===== src/rtl/matrix_test_scheduler.sv =====
// Campaign controller: runs NUM_TESTS matrix-multiply tests, streams A and B into the SoC, tallies results.
// Optional watchdog in WAIT_DONE is enabled by defining MATRIX_TEST_SCHED_TIMEOUT_EN.
module matrix_test_scheduler #(
  parameter int MATRIX_SIZE    = 4,
  parameter int NUM_TESTS      = 2,
  parameter int TIMEOUT_CYCLES = 1000
) (
  input  logic        clk_i,
  input  logic        rst_i,
  input  logic        run_i,
  output logic        test_start_o,
  input  logic [15:0] sequence_i [MATRIX_SIZE],
  input  logic        sequence_valid_i,
  output logic        sequence_send_o,
  output logic [15:0] data_o,
  output logic        data_valid_o,
  input  logic        data_ready_i,
  output logic        data_last_o,
  output logic        data_sel_o,
  input  logic        done_i,
  input  logic        result_ok_i,
  output logic        busy_o,
  output logic        finished_o,
  output logic [15:0] pass_cnt_o,
  output logic [15:0] fail_cnt_o,
  output logic        timeout_o
);

  localparam int IDX_W = $clog2(MATRIX_SIZE);
  localparam logic [IDX_W-1:0] LAST_IDX = IDX_W'(MATRIX_SIZE - 1);

  if (MATRIX_SIZE < 2 || NUM_TESTS < 1 || TIMEOUT_CYCLES < 1) begin : g_param_check
    $error("matrix_test_scheduler: illegal parameter value");
  end

  typedef enum logic [3:0] {
    S_IDLE, S_START, S_CAP_A, S_STR_A, S_ACK_A,
    S_CAP_B, S_STR_B, S_ACK_B, S_WAIT_DONE, S_NEXT
  } state_t;

  state_t           state_q, state_d;
  logic [15:0]      mat_buf [MATRIX_SIZE];
  logic [IDX_W-1:0] idx_q;
  logic [IDX_W-1:0] idx_nxt;
  logic [31:0]      test_cnt_q;
  logic             last_test;
  logic             timed_out;

  assign idx_nxt   = idx_q + IDX_W'(1);
  assign last_test = (test_cnt_q == 32'(NUM_TESTS - 1));

`ifdef MATRIX_TEST_SCHED_TIMEOUT_EN
  localparam int WD_W = $clog2(TIMEOUT_CYCLES + 1);
  logic [WD_W-1:0] wd_q;
  logic            timeout_q;

  // A done_i on the limit cycle takes priority over the watchdog.
  assign timed_out = (state_q == S_WAIT_DONE) && !done_i &&
                     (wd_q == WD_W'(TIMEOUT_CYCLES - 1));
  assign timeout_o = timeout_q;

  always_ff @(posedge clk_i or posedge rst_i) begin
    if (rst_i) begin
      wd_q      <= '0;
      timeout_q <= 1'b0;
    end else begin
      if (state_q == S_ACK_B) wd_q <= '0;
      else if (state_q == S_WAIT_DONE && !done_i) wd_q <= wd_q + WD_W'(1);
      if (state_q == S_IDLE && run_i) timeout_q <= 1'b0;
      else if (timed_out) timeout_q <= 1'b1;
    end
  end
`else
  assign timed_out = 1'b0;
  assign timeout_o = 1'b0;
`endif

  always_ff @(posedge clk_i or posedge rst_i) begin
    if (rst_i) state_q <= S_IDLE;
    else       state_q <= state_d;
  end

  always_comb begin
    state_d         = state_q;
    test_start_o    = 1'b0;
    sequence_send_o = 1'b0;
    data_valid_o    = 1'b0;
    busy_o          = (state_q != S_IDLE);
    case (state_q)
      S_IDLE:      if (run_i) state_d = S_START;
      S_START: begin
        test_start_o = 1'b1;
        state_d      = S_CAP_A;
      end
      S_CAP_A:     if (sequence_valid_i) state_d = S_STR_A;
      S_STR_A: begin
        data_valid_o = 1'b1;
        if (data_ready_i && data_last_o) state_d = S_ACK_A;
      end
      S_ACK_A: begin
        sequence_send_o = 1'b1;
        state_d         = S_CAP_B;
      end
      S_CAP_B:     if (sequence_valid_i) state_d = S_STR_B;
      S_STR_B: begin
        data_valid_o = 1'b1;
        if (data_ready_i && data_last_o) state_d = S_ACK_B;
      end
      S_ACK_B: begin
        sequence_send_o = 1'b1;
        state_d         = S_WAIT_DONE;
      end
      S_WAIT_DONE: if (done_i || timed_out) state_d = S_NEXT;
      S_NEXT:      state_d = last_test ? S_IDLE : S_START;
      default:     state_d = S_IDLE;
    endcase
  end

  // Datapath: capture buffer, registered stream outputs, result tallies.
  always_ff @(posedge clk_i or posedge rst_i) begin
    if (rst_i) begin
      for (int i = 0; i < MATRIX_SIZE; i++) mat_buf[i] <= '0;
      idx_q       <= '0;
      data_o      <= '0;
      data_last_o <= 1'b0;
      data_sel_o  <= 1'b0;
      test_cnt_q  <= '0;
      pass_cnt_o  <= '0;
      fail_cnt_o  <= '0;
      finished_o  <= 1'b0;
    end else begin
      case (state_q)
        S_IDLE: if (run_i) begin
          pass_cnt_o <= '0;
          fail_cnt_o <= '0;
          test_cnt_q <= '0;
          finished_o <= 1'b0;
        end
        S_CAP_A, S_CAP_B: if (sequence_valid_i) begin
          mat_buf     <= sequence_i;
          idx_q       <= '0;
          data_o      <= sequence_i[0];
          data_last_o <= 1'b0;
          data_sel_o  <= (state_q == S_CAP_B);
        end
        S_STR_A, S_STR_B: if (data_ready_i && !data_last_o) begin
          idx_q       <= idx_nxt;
          data_o      <= mat_buf[idx_nxt];
          data_last_o <= (idx_nxt == LAST_IDX);
        end
        S_WAIT_DONE: begin
          if (done_i) begin
            if (result_ok_i) begin
              if (pass_cnt_o != 16'hFFFF) pass_cnt_o <= pass_cnt_o + 16'd1;
            end else begin
              if (fail_cnt_o != 16'hFFFF) fail_cnt_o <= fail_cnt_o + 16'd1;
            end
          end else if (timed_out) begin
            if (fail_cnt_o != 16'hFFFF) fail_cnt_o <= fail_cnt_o + 16'd1;
          end
        end
        S_NEXT: begin
          test_cnt_q <= test_cnt_q + 32'd1;
          if (last_test) finished_o <= 1'b1;
        end
        default: ;
      endcase
    end
  end

endmodule


===== config.mk =====
export PLATFORM = sky130hd
export DESIGN_NAME = matrix_test_scheduler
export DESIGN_NICKNAME = d
export VERILOG_FILES = /design/src/rtl/matrix_test_scheduler.sv
export SDC_FILE = /design/constraint.sdc
export NUM_CORES = 1
export LEC_CHECK = 0
export BUFFER_PORTS_ARGS = -buffer_cell sky130_fd_sc_hd__buf_2
export CORE_MARGIN = 2
export CORE_UTILIZATION = 55
export DETAILED_ROUTE_END_ITERATION = 10
export GPL_TIMING_DRIVEN = 0
export PLACE_DENSITY = 0.89
export SETUP_SLACK_MARGIN = 0.4
export SYNTH_ARGS = -nofsm -noshare
export SYNTH_HDL_FRONTEND = slang
export SYNTH_SLANG_ARGS = --single-unit

===== constraint.sdc =====
create_clock -name clk_i -period 5.88 [get_ports clk_i]
set_input_delay 0.588 -clock clk_i [delete_from_list [all_inputs] [get_ports clk_i]]
set_output_delay 0.588 -clock clk_i [all_outputs]
set_load 0.1 [all_outputs]

# ---- Word-level counts from Yosys, hierarchy flattened
# Cells that the tools add are included.
dict set report totals {
  out_inout_bits 56
  ff_bits 153
  elab_cells 100
}
dict set report op_classes {
  n_eq_ne 26
  addsub 4
  n_lt_le_gt_ge 1
  mux 37
  n_reduce_logical 18
  bitwise_logic 1
}
# operator n
set ops {}
lappend ops {{two-way mux 16 bit} 11}
lappend ops {{case mux 16 bit (2 select lines)} 3}
lappend ops {{case mux 32 bit (2 select lines)} 1}
lappend ops {{case mux 4 bit (10 select lines)} 1}
lappend ops {{adder 16 x 1 -> 16 bit, second input constant} 2}
lappend ops {{adder 32 x 1 -> 32 bit, second input constant} 1}
lappend ops {{binary-select mux 16 bit (select 2 bit)} 1}
lappend ops {{equality test 32 x 1 -> 1 bit, second input constant} 1}
lappend ops {{two-way mux 32 bit} 1}
lappend ops {{inequality test 16 bit, second input constant} 2}
lappend ops {{two-way mux 4 bit} 6}
lappend ops {{inequality test 2 bit, second input constant} 12}
lappend ops {{equality test 4 x 3 -> 1 bit, second input constant} 4}
lappend ops {{AND reduction 5 bit} 2}
lappend ops {{equality test 4 x 2 -> 1 bit, second input constant} 2}
lappend ops {{equality test 4 bit, second input constant} 2}
lappend ops {{two-way mux 1 bit} 8}
lappend ops {{AND reduction 3 bit} 2}
lappend ops {{AND reduction 6 bit} 1}
lappend ops {{nonzero test 2 bit} 3}
lappend ops {{OR reduction 2 bit} 3}
lappend ops {{equality test 4 x 1 -> 1 bit, second input constant} 1}
lappend ops {{logical NOT 4 bit} 1}
lappend ops {{two-way mux 2 bit} 2}
lappend ops {{11 further kinds} 14}

# ---- Depth between registers and ports, before layout
dict set report logic_depth {
  depth_word 7
  ltp_mapped 9
  mapped_depth_nobuf 7
}

# ---- Worst setup path after synthesis
# No wires, ideal clock.
dict set report synth_timing {
  kind {register to output}
  startpoint {reg state_q[1]}
  endpoint {out test_start_o}
  required_ns 5.292
  path_buffers 1
  stages_incl_launch_ff 4
  slack_ns 2.495
  arrival_time_ns 2.797
  path_cell_list {dfrtp_1 clkbuf_1 nand2b_1 nor3_1}
}
dict set report synth_between {
  elab_chain_len 2
}
# element line_no
set synth_lines {}
lappend synth_lines {{start: declaration} 41} ;# state_t state_q, state_d;
lappend synth_lines {{start signal: assignment} 80} ;# else state_q <= state_d;
lappend synth_lines {{equality test 4 x 1 -> 1 bit} 89} ;# case (state_q)
lappend synth_lines {{two-way mux 1 bit} 89}
lappend synth_lines {{end: declaration} 11} ;# output logic test_start_o,
# Every way passes these cells.

# ---- Worst setup path in the final report
dict set report layout_timing {
  startpoint {reg idx_q[0]}
  endpoint {reg data_o[8]}
}
dict set report layout_between {
  elab_chain_len 7
}
# element line_no
set layout_lines {}
lappend layout_lines {{start: declaration} 43} ;# logic [IDX_W-1:0] idx_q;
lappend layout_lines {{start signal: assignment} 147} ;# idx_q <= idx_nxt;
lappend layout_lines {{adder 2 x 1 -> 2 bit} 49} ;# assign idx_nxt = idx_q + IDX_W'(1);
lappend layout_lines {{NOT 2 -> 3 bit (not written as such)} 148} ;# data_o <= mat_buf[idx_nxt];
lappend layout_lines {{binary-select mux 16 bit (select 2 bit)} 148}
lappend layout_lines {{two-way mux 16 bit (not written as such) (2 in a row)} 148}
lappend layout_lines {{two-way mux 16 bit} 146} ;# S_STR_A, S_STR_B: if (data_ready_i && !data_last_o) begin
lappend layout_lines {{case mux 16 bit (2 select lines)} 132} ;# case (state_q)
lappend layout_lines {{end signal: assignment} 142} ;# data_o <= sequence_i[0];
lappend layout_lines {{end signal: assignment} 148}
lappend layout_lines {{end: declaration} 15} ;# output logic [15:0] data_o,
# Every way passes these cells. The select of a mux whose other input is x is not followed.
# A chain may end at the register's enable or synchronous reset.

==> key figures <==
Detailed routing
  • DR pass1 iterations: 4
  • Drt first-iter violations: approximately 420
  • Final ANT Viol Nets: 0
  • Via density: slightly below 6
  • Post-detailed-route wirelength per cell: between 15 and 20 microns
  • M1 wire length: 7.61 mm
  • Met3 WL: between 1 and 1.5 mm
  • Met2 wire len: 8.99 mm
  • Highest metal used: met4
  • Vias: 5889
  • Routed Wire Length: roughly 18 mm
  • DR DRC count: 0

Clock tree
  • Clk buf depth: 2
  • H-tree depth: 4
  • Post-CTS setup repair buffer count: 0
  • Clock Sinks: approximately 150
  • CTS Root Cell: clkbuf_16
  • CTS tree: yes
  • Worst-path clk slew: around 0.07 ns
  • CTS resizes: 0
  • Num CTS Buffers: 17
  • Worst-Skew Late Latency: ~0.43 ns
  • # hold bufs at CTS: 0

Synth
  • Post-synth top area share: 0.502
  • Primary FF master, synth: dfrtp_1
  • Number of flops mapped to enable cells by yosys: 0
  • Gate Count Post-Synth: between 600 and 700
  • Top post-synthesis cells by area: dfrtp_1, mux2_1, mux2_2, mux4_2, nand3_1
  • Avg Inst Size Synth: ~12 sq um
  • Synthesis Warnings: 0
  • Mapped Area: between 7000 and 8000 sq um
  • Synth area leader: dfrtp_1
  • Post-synth net total: 730
  • Synth unique cells: 65
  • Asr flop ratio synth: 1.00
  • Synthesized flop and latch total: 153
  • Register area share after synthesis: 0.502

Timing
  • Worst Slack Setup Final: 1.77 ns
  • Final Hold Viols: 0
  • RSZ-0062 raised after global routing: false
  • Setup violators final: 0
  • Worst slew margin: 0.399
  • Max-slew violations: 0
  • Min Tclk post-route: approximately 4.1 ns
  • Worst Skew: around 0.0087 ns
  • Least-Margin Pin Slew: 0.893 ns
  • Final critical-path share of the clock period: 0.699
  • Fmax: about 240 MHz

Power
  • Reported net switching power: between 0.002 and 0.0025 W
  • Pwr dens: approximately 530 nW/um^2
  • Leakage: ~4.1 nW
  • VDD IR max: between 200 and 300 uV
  • Reg power frac: 0.335
  • Switching share of power: 0.423
  • Combinational Power Share: 0.441
  • Power Total: around 0.0048 W
  • Internal power: ~0.0028 W
  • Clock share of power: 0.223

Final layout
  • Most frequent cells in the layout: dfrtp_1, buf_2, mux2_1
  • Area growth from synthesis to layout: 19.3%
  • # diodes: 0
  • Util after Layout: 0.664
  • Nets: a little under 900
  • Share of cells above drive strength 1: 0.296
  • Commonest non-fill, non-tap cell in the layout: dfrtp_1
  • Number of fill cells: 990

Floorplanning
  • Initial core utilization: 0.556
  • Die area: between 10000 and 15000 sq um
  • Core box area: about 14000 sq um
  • Num rows: 43
  • I/O pins: 127
  • Die W: between 100 and 150 microns
  • Die H: 122 microns

Setup path
  • Critical Path Sink Type: flop
  • Critical Path Fanout Max: 10
  • R2R Path End: data_o[8]
  • WS Path Type: flop to flop
  • R2R depth: 9
  • Reg-to-reg critical path startpoint: idx_q[0]
  • Crit path DAT: between 4 and 5 ns
  • Setup crit end: data_o[8]
  • Required time of the critical path: roughly 6.2 ns
  • Critical path origin: idx_q[0]
  • R2r setup slk: about 1.8 ns
  • Nature of the critical path startpoint: flop

Global routing
  • GRT overflow: 0
  • Pin count of the biggest net entering global routing: 87
  • Initial antenna violation count: 0
  • GRT Overall Usage: 0.255
  • Vias in the first global route: 5783
  • First-pass GRT wire length: a little under 30 mm

Place
  • Gpl congestion: around 0.90
  • Port Buf Inserts: between 100 and 150
  • Dpl ws: between 1.5 and 2 ns
  • HPWL Detailed: between 10 and 15 mm

Flow run
  • Number of max-cap violations: 0

Status
  • Status: finished clean

Hold path
  • Hold/Removal Path Class: input port to asynchronous set/reset pin
==> worst min path at each step <==
stage	to	depth (start not counted)	startpoint
after floorplan	test_cnt_q[31]	1	test_cnt_q[31]
after global placement	mat_buf[46]	1	mat_buf[46]
after detailed placement	mat_buf[51]	1	mat_buf[51]
after CTS	fail_cnt_o[15]	2	rst_i
after global routing	fail_cnt_o[12]	2	rst_i
final	fail_cnt_o[15]	2	rst_i
==> layer usage <==
metal	vias to the layer above	global-route usage
met1	2934	0.315
met2	193	0.431
li1	2732	-
met5	-	0
met3	30	0.0735
met4	0	0.0869
==> cell families after synthesis <==
logic type	after synthesis	share of synthesized area
flops	153	0.502
buf+inv	41	0.0261
other cells	1	0.000491
fa+ha+maj	5	0.00820
compound gates	101	0.0905
simple gates	214	0.151
xor+xnor	13	0.0149
mux	126	0.207
==> registers in the layout (all words and copies together) (netlist names) <==
| signal | count |
|---|---|
| test_cnt_q | 32 |
| fail_cnt_o | 16 |
| mat_buf | 64 |
| data_sel_o | 1 |
| state_q | 4 |
| pass_cnt_o | 16 |
| idx_q | 2 |
| data_last_o | 1 |
| data_o | 16 |
| finished_o | 1 |
==> synth_stat cells (all sizes together) (2+ instances only) <==
cell type / n
a31oi: 2
mux2i: 13
nor4: 11
a22o: 3
or3: 8
or3b: 2
nand3: 40
and3: 9
mux4: 16
nor4b: 2
and2: 6
o21a: 2
inv: 12
xor2: 3
o211ai: 7
nand2b: 6
o41ai: 2
xnor2: 10
o21bai: 2
nand4: 20
dfrtp: 153
a21oi: 20
clkbuf: 14
nor3: 13
or4: 6
or2: 2
ha: 5
o21ai: 34
nor2: 32
and4: 3
mux2: 97
nand2: 47
a211o: 2
o31ai: 13
a211oi: 4
a21o: 2
buf: 15
nand3b: 2
a31o: 3
==> power groups by stage <==
| stage | Sequential, W | Clock [W] | Combinational (W) |
|---|---|---|---|
| 3_5_place_dp | 0.00163 | 0 | 0.00212 |
| 4_1_cts | 0.00161 | 0.00110 | 0.00214 |
| 6_report | 0.00162 | 0.00108 | 0.00213 |
| 2_1_floorplan | 0.00206 | 0 | 0.00122 |
| 3_3_place_gp | 0.00160 | 0 | 0.00206 |
| 5_1_grt | 0.00166 | 0.00114 | 0.00226 |
==> worst max-delay path: stages (launching register included) <==
cell	delay, ns
dfrtp_1	0.37
buf_1	0.63
clkbuf_1	0.55
inv_1	0.10
ha_1	0.29
buf_2	0.28
buf_1	0.57
mux4_2	0.62
mux2_2	0.28
mux2_1	0.30
==> layout make-up <==
type,count,area [sq um],area share
tap,180,225,0.0247
clock buffer,19,453,0.0497
inverter,12,50.0,0.00550
buffer,29,154,0.0169
timing repair buffer,126,653,0.0717
multi-input combinational,460,3600,0.396
clock inverter,13,136,0.0150
sequential,153,3830,0.421
==> through the flow <==
step | hold WS (ns) | TNS [ns] | instance area, sq um | cells
final | 0.243 | 0 | 9100 | 992
after global routing | 0.289 | 0 | 9100 | 992
after CTS | 0.275 | 0 | 9100 | 992
after detailed placement | 0.471 | 0 | 8520 | 960
after global placement | 0.462 | -69.56 | 8480 | 959
after floorplan | 0.446 | 0 | 7630 | 654
(Power assumes the default switching activity.)
